[src/rtl/mem_bridge.sv]
// mem_bridge
// Stateful bridge from the CPU byte-addressed memory port to a 32-bit
// word-addressed memory with per-byte write enables. An access that crosses
// a word boundary is either split into two word transactions and reassembled
// (ALLOW_UNALIGNED=1) or completed at once with a misalignment flag
// (ALLOW_UNALIGNED=0).
//
// Ports
//   clk          single clock, rising edge
//   reset        asynchronous, active-high
//   mem_init     one-cycle CPU request pulse, sampled only when idle
//   mem_read_op  [1:0] load size (0 none, 1 byte, 2 half, 3 word), [2] unsigned
//   mem_write_op store size (0 none, 1 byte, 2 half, 3 word)
//   addr         CPU byte address
//   wdata        CPU store data, right-aligned
//   rdata        load result, right-aligned and extended, held between loads
//   mem_ready    one-cycle completion pulse to the CPU
//   misaligned   pulses with mem_ready for a refused crossing access
//   bus_addr     memory word address, stable until bus_ready
//   bus_re       one-cycle read request pulse
//   bus_we       one-cycle per-byte write request pulse
//   bus_wdata    lane-aligned store data, stable until bus_ready
//   bus_rdata    memory read data, valid with bus_ready
//   bus_ready    one-cycle completion pulse from memory
module mem_bridge #(
  parameter int ALLOW_UNALIGNED = 1,
  parameter int WORD_ADDR_WIDTH = 30
) (
  input  logic                       clk,
  input  logic                       reset,
  input  logic                       mem_init,
  input  logic [2:0]                 mem_read_op,
  input  logic [1:0]                 mem_write_op,
  input  logic [31:0]                addr,
  input  logic [31:0]                wdata,
  output logic [31:0]                rdata,
  output logic                       mem_ready,
  output logic                       misaligned,
  output logic [WORD_ADDR_WIDTH-1:0] bus_addr,
  output logic                       bus_re,
  output logic [3:0]                 bus_we,
  output logic [31:0]                bus_wdata,
  input  logic [31:0]                bus_rdata,
  input  logic                       bus_ready
);

  typedef enum logic [1:0] {
    ST_IDLE   = 2'd0,
    ST_FIRST  = 2'd1,
    ST_SECOND = 2'd2,
    ST_DONE   = 2'd3
  } state_t;

  state_t                     state_q;
  logic [31:0]                rdata_q;
  logic                       mem_ready_q;
  logic                       misaligned_q;
  logic [WORD_ADDR_WIDTH-1:0] bus_addr_q;
  logic                       bus_re_q;
  logic [3:0]                 bus_we_q;
  logic [31:0]                bus_wdata_q;

  // Request attributes latched at acceptance
  logic [1:0]  sz_q;
  logic [1:0]  off_q;
  logic        is_read_q;
  logic        unsigned_q;
  logic        cross_q;
  logic [31:0] wdata_q;
  logic [31:0] data0_q;

  // Decode of the incoming request
  logic        req_is_read;
  logic [1:0]  req_sz;
  logic [1:0]  req_off;
  logic        req_cross;
  logic [3:0]  first_mask_d;
  logic [31:0] first_data_d;
  logic [3:0]  second_mask_d;
  logic [31:0] second_data_d;

  // Load assembly
  logic [31:0] lo_word;
  logic [31:0] hi_word;
  logic [31:0] raw_d;
  logic [31:0] rdata_d;

  function automatic logic [3:0] size_mask(input logic [1:0] sz);
    case (sz)
      2'd1:    size_mask = 4'b0001;
      2'd2:    size_mask = 4'b0011;
      2'd3:    size_mask = 4'b1111;
      default: size_mask = 4'b0000;
    endcase
  endfunction

  // A nonzero load size wins; the store op is then ignored
  assign req_is_read = |mem_read_op[1:0];
  assign req_sz      = req_is_read ? mem_read_op[1:0] : mem_write_op;
  assign req_off     = addr[1:0];
  assign req_cross   = ((req_sz == 2'd2) && (req_off == 2'd3)) ||
                       ((req_sz == 2'd3) && (req_off != 2'd0));

  // First word takes the low part of the store shifted up into lanes o..3;
  // the second word takes what spilled past lane 3
  assign first_mask_d  = size_mask(req_sz) << req_off;
  assign first_data_d  = wdata << {req_off, 3'b000};
  assign second_mask_d = size_mask(sz_q) >> (3'd4 - {1'b0, off_q});
  assign second_data_d = wdata_q >> (6'd32 - {1'b0, off_q, 3'b000});

  // In FIRST the incoming word is the low word; in SECOND the stored first
  // word is the low word and the incoming one supplies the high bytes
  assign lo_word = (state_q == ST_FIRST) ? bus_rdata : data0_q;
  assign hi_word = (state_q == ST_FIRST) ? 32'd0 : bus_rdata;
  assign raw_d   = 32'({hi_word, lo_word} >> {off_q, 3'b000});

  always_comb begin
    rdata_d = raw_d;
    case (sz_q)
      2'd1: rdata_d = unsigned_q ? {24'd0, raw_d[7:0]}
                                 : {{24{raw_d[7]}}, raw_d[7:0]};
      2'd2: rdata_d = unsigned_q ? {16'd0, raw_d[15:0]}
                                 : {{16{raw_d[15]}}, raw_d[15:0]};
      default: rdata_d = raw_d;
    endcase
  end

  always_ff @(posedge clk or posedge reset) begin
    if (reset) begin
      state_q      <= ST_IDLE;
      rdata_q      <= 32'd0;
      mem_ready_q  <= 1'b0;
      misaligned_q <= 1'b0;
      bus_addr_q   <= '0;
      bus_re_q     <= 1'b0;
      bus_we_q     <= 4'd0;
      bus_wdata_q  <= 32'd0;
      sz_q         <= 2'd0;
      off_q        <= 2'd0;
      is_read_q    <= 1'b0;
      unsigned_q   <= 1'b0;
      cross_q      <= 1'b0;
      wdata_q      <= 32'd0;
      data0_q      <= 32'd0;
    end else begin
      // Request and completion strobes are single-cycle pulses
      bus_re_q     <= 1'b0;
      bus_we_q     <= 4'd0;
      mem_ready_q  <= 1'b0;
      misaligned_q <= 1'b0;

      case (state_q)
        ST_IDLE: begin
          if (mem_init) begin
            sz_q       <= req_sz;
            off_q      <= req_off;
            is_read_q  <= req_is_read;
            unsigned_q <= mem_read_op[2];
            cross_q    <= req_cross;
            wdata_q    <= wdata;
            if (req_sz == 2'd0) begin
              mem_ready_q <= 1'b1;
              state_q     <= ST_DONE;
            end else if (req_cross && (ALLOW_UNALIGNED == 0)) begin
              mem_ready_q  <= 1'b1;
              misaligned_q <= 1'b1;
              rdata_q      <= 32'd0;
              state_q      <= ST_DONE;
            end else begin
              bus_addr_q <= addr[WORD_ADDR_WIDTH+1:2];
              if (req_is_read) begin
                bus_re_q <= 1'b1;
              end else begin
                bus_we_q    <= first_mask_d;
                bus_wdata_q <= first_data_d;
              end
              state_q <= ST_FIRST;
            end
          end
        end

        ST_FIRST: begin
          if (bus_ready) begin
            data0_q <= bus_rdata;
            if (cross_q) begin
              // Word address wraps naturally at the bus width
              bus_addr_q <= bus_addr_q + WORD_ADDR_WIDTH'(1);
              if (is_read_q) begin
                bus_re_q <= 1'b1;
              end else begin
                bus_we_q    <= second_mask_d;
                bus_wdata_q <= second_data_d;
              end
              state_q <= ST_SECOND;
            end else begin
              if (is_read_q) begin
                rdata_q <= rdata_d;
              end
              mem_ready_q <= 1'b1;
              state_q     <= ST_DONE;
            end
          end
        end

        ST_SECOND: begin
          if (bus_ready) begin
            if (is_read_q) begin
              rdata_q <= rdata_d;
            end
            mem_ready_q <= 1'b1;
            state_q     <= ST_DONE;
          end
        end

        default: begin
          state_q <= ST_IDLE;
        end
      endcase
    end
  end

  assign rdata      = rdata_q;
  assign mem_ready  = mem_ready_q;
  assign misaligned = misaligned_q;
  assign bus_addr   = bus_addr_q;
  assign bus_re     = bus_re_q;
  assign bus_we     = bus_we_q;
  assign bus_wdata  = bus_wdata_q;

endmodule

[config.mk]
export PLATFORM = sky130hd
export DESIGN_NAME = mem_bridge
export DESIGN_NICKNAME = d
export VERILOG_FILES = /design/src/rtl/mem_bridge.sv
export SDC_FILE = /design/constraint.sdc
export NUM_CORES = 1
export LEC_CHECK = 0
export BUFFER_PORTS_ARGS = -buffer_cell sky130_fd_sc_hd__buf_2
export CAP_MARGIN = 0
export CORE_MARGIN = 4
export CORE_UTILIZATION = 30
export DETAILED_ROUTE_END_ITERATION = 8
export REMOVE_ABC_BUFFERS = 1
export SLEW_MARGIN = 20
export SYNTH_ARGS = -nofsm -noshare
export SYNTH_HDL_FRONTEND = slang
export SYNTH_SLANG_ARGS = --single-unit
export TNS_END_PERCENT = 30
[constraint.sdc]
create_clock -name clk -period 7.07 [get_ports clk]
set_input_delay 0.707 -clock clk [delete_from_list [all_inputs] [get_ports clk]]
set_output_delay 0.707 -clock clk [all_outputs]
set_load 0.01 [all_outputs]
== Word-level counts from Yosys, hierarchy flattened ==
Cells that the tools add are included.

* Register bits after elaboration: 173
* Input bits: 105
* Output and inout bits: 101
* Word-level logic and storage cells: 105

* Muxes and demuxes: 51
* Shift operators: 5
* Add/subtract/negate cells: 3
* Equal/unequal tests: 17
* Reduce and logical (&&, ||, !) cells: 15

{| class="wikitable"
|+ Operator list
! cell !! count
|-
| 2-to-1 mux 32 bit || 14
|-
| one-hot mux 32 bit (2 select lines) || 3
|-
| 2-to-1 mux 30 bit || 4
|-
| >> shifter 64 x 5 -> 32 bit || 1
|-
| one-hot mux 30 bit (2 select lines) || 1
|-
| left shift 32 x 5 -> 32 bit || 1
|-
| >> shifter 32 x 6 -> 32 bit || 1
|-
| adder 30 x 1 -> 30 bit (second input constant) || 1
|-
| 2-to-1 mux 4 bit || 6
|-
| one-hot mux 4 bit (3 select lines) || 2
|-
| != test 2 bit (second input constant) || 8
|-
| == test 2 bit (second input constant) || 6
|-
| 2-to-1 mux 1 bit || 12
|-
| 2-to-1 mux 2 bit || 5
|-
| one-hot mux 4 bit (2 select lines) || 1
|-
| AND reduction 7 bit || 1
|-
| == test 2 x 1 -> 1 bit (second input constant) || 3
|-
| one-hot mux 2 bit (3 select lines) || 1
|-
| nonzero test 2 bit || 3
|-
| subtractor 6 x 5 -> 6 bit (first input constant) || 1
|-
| AND reduction 5 bit || 1
|-
| logical NOT 2 bit || 2
|-
| AND reduction 2 bit || 2
|-
| AND reduction 4 bit || 1
|-
| other kinds (9) || 10
|}

== Logic depth before layout (Yosys ltp) ==
* Word-level depth: 9
* Depth in mapped cells: 10
* Depth with buffers taken out: 7

== Worst setup path after synthesis ==
Ideal clock, no wire load.

* Path type: register to register
* Start point: reg off_q[0]
* End point: reg bus_wdata_q[17] (netlist: bus_wdata[17])
* Buffers on the path: 4
* Period minus slack after synthesis: 2409 ps
* Library setup time: 77 ps
* Required time: 6993 ps
* Cell stages (with the launch flop): 11
* Path slack: 4661 ps
* Arrival: 2331 ps
* Cells stage by stage: dfrtp_1 > buf_2 > inv_2 > buf_1 > ha_1 > or3_1 > clkbuf_1 > buf_2 > o22ai_1 > a21oi_1 > a21oi_1

* Word-level cells in the longest chain between the ends: 6

{| class="wikitable"
|+ Ends and longest elaborated chain
! item !! line !! RTL
|-
| start, declared || 65 || <nowiki>logic [1:0] off_q;</nowiki>
|-
| start signal, assigned || 156 || <nowiki>off_q <= req_off;</nowiki>
|-
| subtractor 6 x 5 -> 6 bit || 109 || <nowiki>assign second_data_d = wdata_q >> (6'd32 - {1'b0, off_q, 3'b000});</nowiki>
|-
| >> shifter 32 x 6 -> 32 bit || 109 ||
|-
| 2-to-1 mux 32 bit || 188 || <nowiki>if (is_read_q) begin</nowiki>
|-
| 2-to-1 mux 32 bit || 185 || <nowiki>if (cross_q) begin</nowiki>
|-
| 2-to-1 mux 32 bit || 183 || <nowiki>if (bus_ready) begin</nowiki>
|-
| one-hot mux 32 bit (2 select lines) || 152 || <nowiki>case (state_q)</nowiki>
|-
| end signal, assigned || 175 || <nowiki>bus_wdata_q <= first_data_d;</nowiki>
|-
| end signal, assigned || 192 || <nowiki>bus_wdata_q <= second_data_d;</nowiki>
|-
| end, declared || 61 || <nowiki>logic [31:0] bus_wdata_q;</nowiki>
|}

No other way between the ends. The select of a mux whose other input is x is not followed.
A chain may end at the register's enable or synchronous reset.

== Final worst setup path ==
* Start point: reg off_q[1]
* End point: reg bus_wdata_q[27] (netlist: bus_wdata[27])

Same word-level chain as after synthesis.

==> run metrics <==
status finished clean; Placer Congestion 0.845; Worst-path clk slew 80 ps; fill cell count 3378; reg2reg start off_q[1]; crit path cell chain inv_1, ha_1, or3_1, nor2_2, a22oi_1, a21oi_1; setup ws final 3230 ps; Post-CTS Repair Setup Buffers 0; total routed wirelength 30300 um; Final Hold Viols 0; RSZ-0062 raised after global routing false; Synth Flop Type dfrtp_1; area taken by flip-flops and latches 4330 um2; Net Sw Power 0.00260 W; cell area after layout 11800 um2; fin crit period 3840 ps; Tcrit/Tclk final 0.544; Core ar. 32500 um2; CP peak stage delay 930 ps; pwr dens 497 nW/um2; Pleak 5.10 nW; Slew HR 0.319; largest net degree at the start of global routing 72; Max-Cap Viols 0; Syn Std Cell Area 9920 um2; Post-synth ARST share 1.00; die footprint 36000 um2; total track usage 0.167; PostCTS Resize Cnt 0; worst skew pair latency 450 ps; total number of vias 8422; Via density 5.32; Worst VDD drop 0.000314 V; TNS Setup 0 ps; Worst Hold Class input port to asynchronous set/reset pin; Critical Path End Type register; Avg Inst Size Synth 10.3 um2; Sw Share 0.443; H-tree Lvls 4; CP Launch Point off_q[1]; largest cells by area after synthesis dfrtp_1, mux2_2, mux2i_1; EDFF count, synth 0; DP Area 11200 um2; overflow left after global routing 0; # rows 66; DP Worst Slack 3330 ps; Die H 190 um; Synth Instances 963; area leader, netlist dfrtp_1; initial antenna violation count 6; Yosys reg bits 173; # IOs 206; Setup Crit Path Kind register to register; Pins Over Slew Limit 0; Required @ worst endpoint 7440 ps; post-synth cell types 61; Worst Tran Pin Value 1020 ps; # nets final 1239; Clock power frac 0.160; synthesis-to-finish area growth 19.2%; DRT antenna net count 0; part of the Yosys area used for sequential elements 0.437; Flop pwr share 0.345; Fmax 0.260 GHz; TritonCTS clock tree done; Int Power 0.00327 W; first-pass GRT wire length 47800 um; drt wl/cell 19.2 um; hold-fix buffers at CTS 0; Logic pwr share 0.495; Yosys warnings 0; DRC 0; CP top delay family simple AND/OR/NAND/NOR gates; Multi-input gate area 5140 um2; Sink Count 173; Yosys top cell area share 0.437; Placed Instances 1547; crit path DAT 4210 ps; fin cells 1583; DP HPWL 20900 um; Fin Clk Skew 13.3 ps; # setup viols final 0; Die Span X 190 um; TritonRoute pass-1 iters 5; vias in the first global route 8351; share of layout cells above drive strength 1 0.321; CTS Buf Count 17; Initial DRC Count 614; Buf/Inv on CP 1; Clk Tree Root Cell clkbuf_16; Initial Utilization 0.305; Clock Path Buffers 2; Critical-path top delay cell dfrtp_1; Crit Path Max Fanout 30; I/O Buffers 204; CP startpoint kind register
==> kinds of logic (layout without fill, tap and decap cells) <==
family	after synthesis	in the layout	share of synthesized area
AO/OA/AOI/OAI	275	275	0.183
other	1	5	0.000378
multiplexers	185	185	0.216
AND/OR/NAND/NOR	216	216	0.103
buffers and inverters	102	276	0.0473
adder cells (fa/ha/maj)	11	11	0.0136
flip-flops	173	173	0.437
==> power by group through the flow <==
stage	Combinational [W]	Clock, W	Sequential (W)
floorplan	0.00191	0	0.00202
global placement	0.00288	0	0.00201
detailed placement	0.00293	0	0.00203
CTS	0.00294	0.000962	0.00202
global route	0.00323	0.00100	0.00210
finish	0.00291	0.000940	0.00202
==> synth_stat cells (3+ instances only) <==
cell and instances:
a221oi_1 5, a221o_1 3, o31ai_1 3, nor3b_1 4
nand2_1 61, inv_1 29, o211ai_1 10, o22ai_1 28
ha_1 10, o221ai_1 3, mux2i_1 88, nor4_1 9
nand2b_1 3, mux2_2 82, o21a_1 7, mux4_2 15
nor2_1 75, nor2b_1 6, and3_1 4, buf_6 5
buf_2 27, clkbuf_1 28, o22a_1 17, dfrtp_1 173
a311oi_1 4, or3_1 4, a21oi_1 94, o32ai_1 4
o21ai_0 45, or4_1 3, a22oi_1 29, buf_4 4
buf_1 8, nor3_1 17, a222oi_1 3, a22o_1 3
a21o_1 3, nand4_1 5, and4_1 3, nand3_1 11
==> metal layers <==
metal | up-vias | GRT usage | part of all wire | routed length (um)
met1 | 4183 | 0.226 | 0.45 | 13600
li1 | 3918 | - | - | -
met4 | 6 | 0.0590 | 0.024 | 733
met2 | 273 | 0.262 | 0.46 | 14100
met5 | - | 0 | 0.00089 | 27
met3 | 42 | 0.0404 | 0.062 | 1890
==> placed cells by master, fill, tap and decap left out, drive strengths merged, types with 13 or more instances in the layout <==
master / synthesis / routed
buf: 44 / 214
dfrtp: 173 / 173
a21oi: 94 / 94
mux2i: 88 / 88
mux2: 82 / 82
nor2: 77 / 77
nand2: 62 / 62
o21ai: 45 / 45
inv: 30 / 38
a22oi: 29 / 29
o22ai: 28 / 28
o22a: 17 / 17
clkbuf: 28 / 17
nor3: 17 / 17
mux4: 15 / 15
nand3: 13 / 13
==> area by class of cell <==
class	instances	share of cell area
diodes	4	0.000847
flip-flops and latches	173	0.367
repair buffers	214	0.0927
multi-input cells	688	0.435
clock buffers	17	0.0360
clock inverters	15	0.0124
well taps	442	0.0468
inverters	30	0.00995
==> registers in the layout, indices dropped and copies added (netlist names) <==
| register | flops |
|---|---|
| sz_q | 2 |
| bus_wdata | 32 |
| is_read_q | 1 |
| state_q | 2 |
| rdata | 32 |
| data0_q | 32 |
| bus_addr | 30 |
| unsigned_q | 1 |
| mem_ready | 1 |
| bus_we | 4 |
| bus_re | 1 |
| wdata_q | 32 |
| off_q | 2 |
| cross_q | 1 |
==> stage by stage <==
step | total power [W] | hold slack, ps | util
floorplan | 0.00394 | 476 | -
global placement | 0.00489 | 460 | 0.345
detailed placement | 0.00496 | 467 | 0.345
CTS | 0.00592 | 231 | 0.363
global route | 0.00633 | 245 | 0.363
finish | 0.00587 | 235 | 0.363
==> worst register-to-register path: stages, from the launching register on <==
cell	delay, ps
dfrtp_1	930
inv_1	640
ha_1	500
or3_1	800
nor2_2	560
a22oi_1	180
a21oi_1	170
==> path summary, 6_finish.rpt <==
path | cells after the start | slack, ps | end
worst min register to register | 2 | 480 | rdata[0]
worst max register to register | 6 | 3230 | bus_wdata[27]
worst max-delay path | 6 | 3230 | bus_wdata[27]
max in group asynchronous | 3 | 5550 | off_q[0]
min in group clk | 2 | 480 | rdata[0]
worst min-delay path | 2 | 230 | rdata[27]
(Power assumes the default switching activity.)
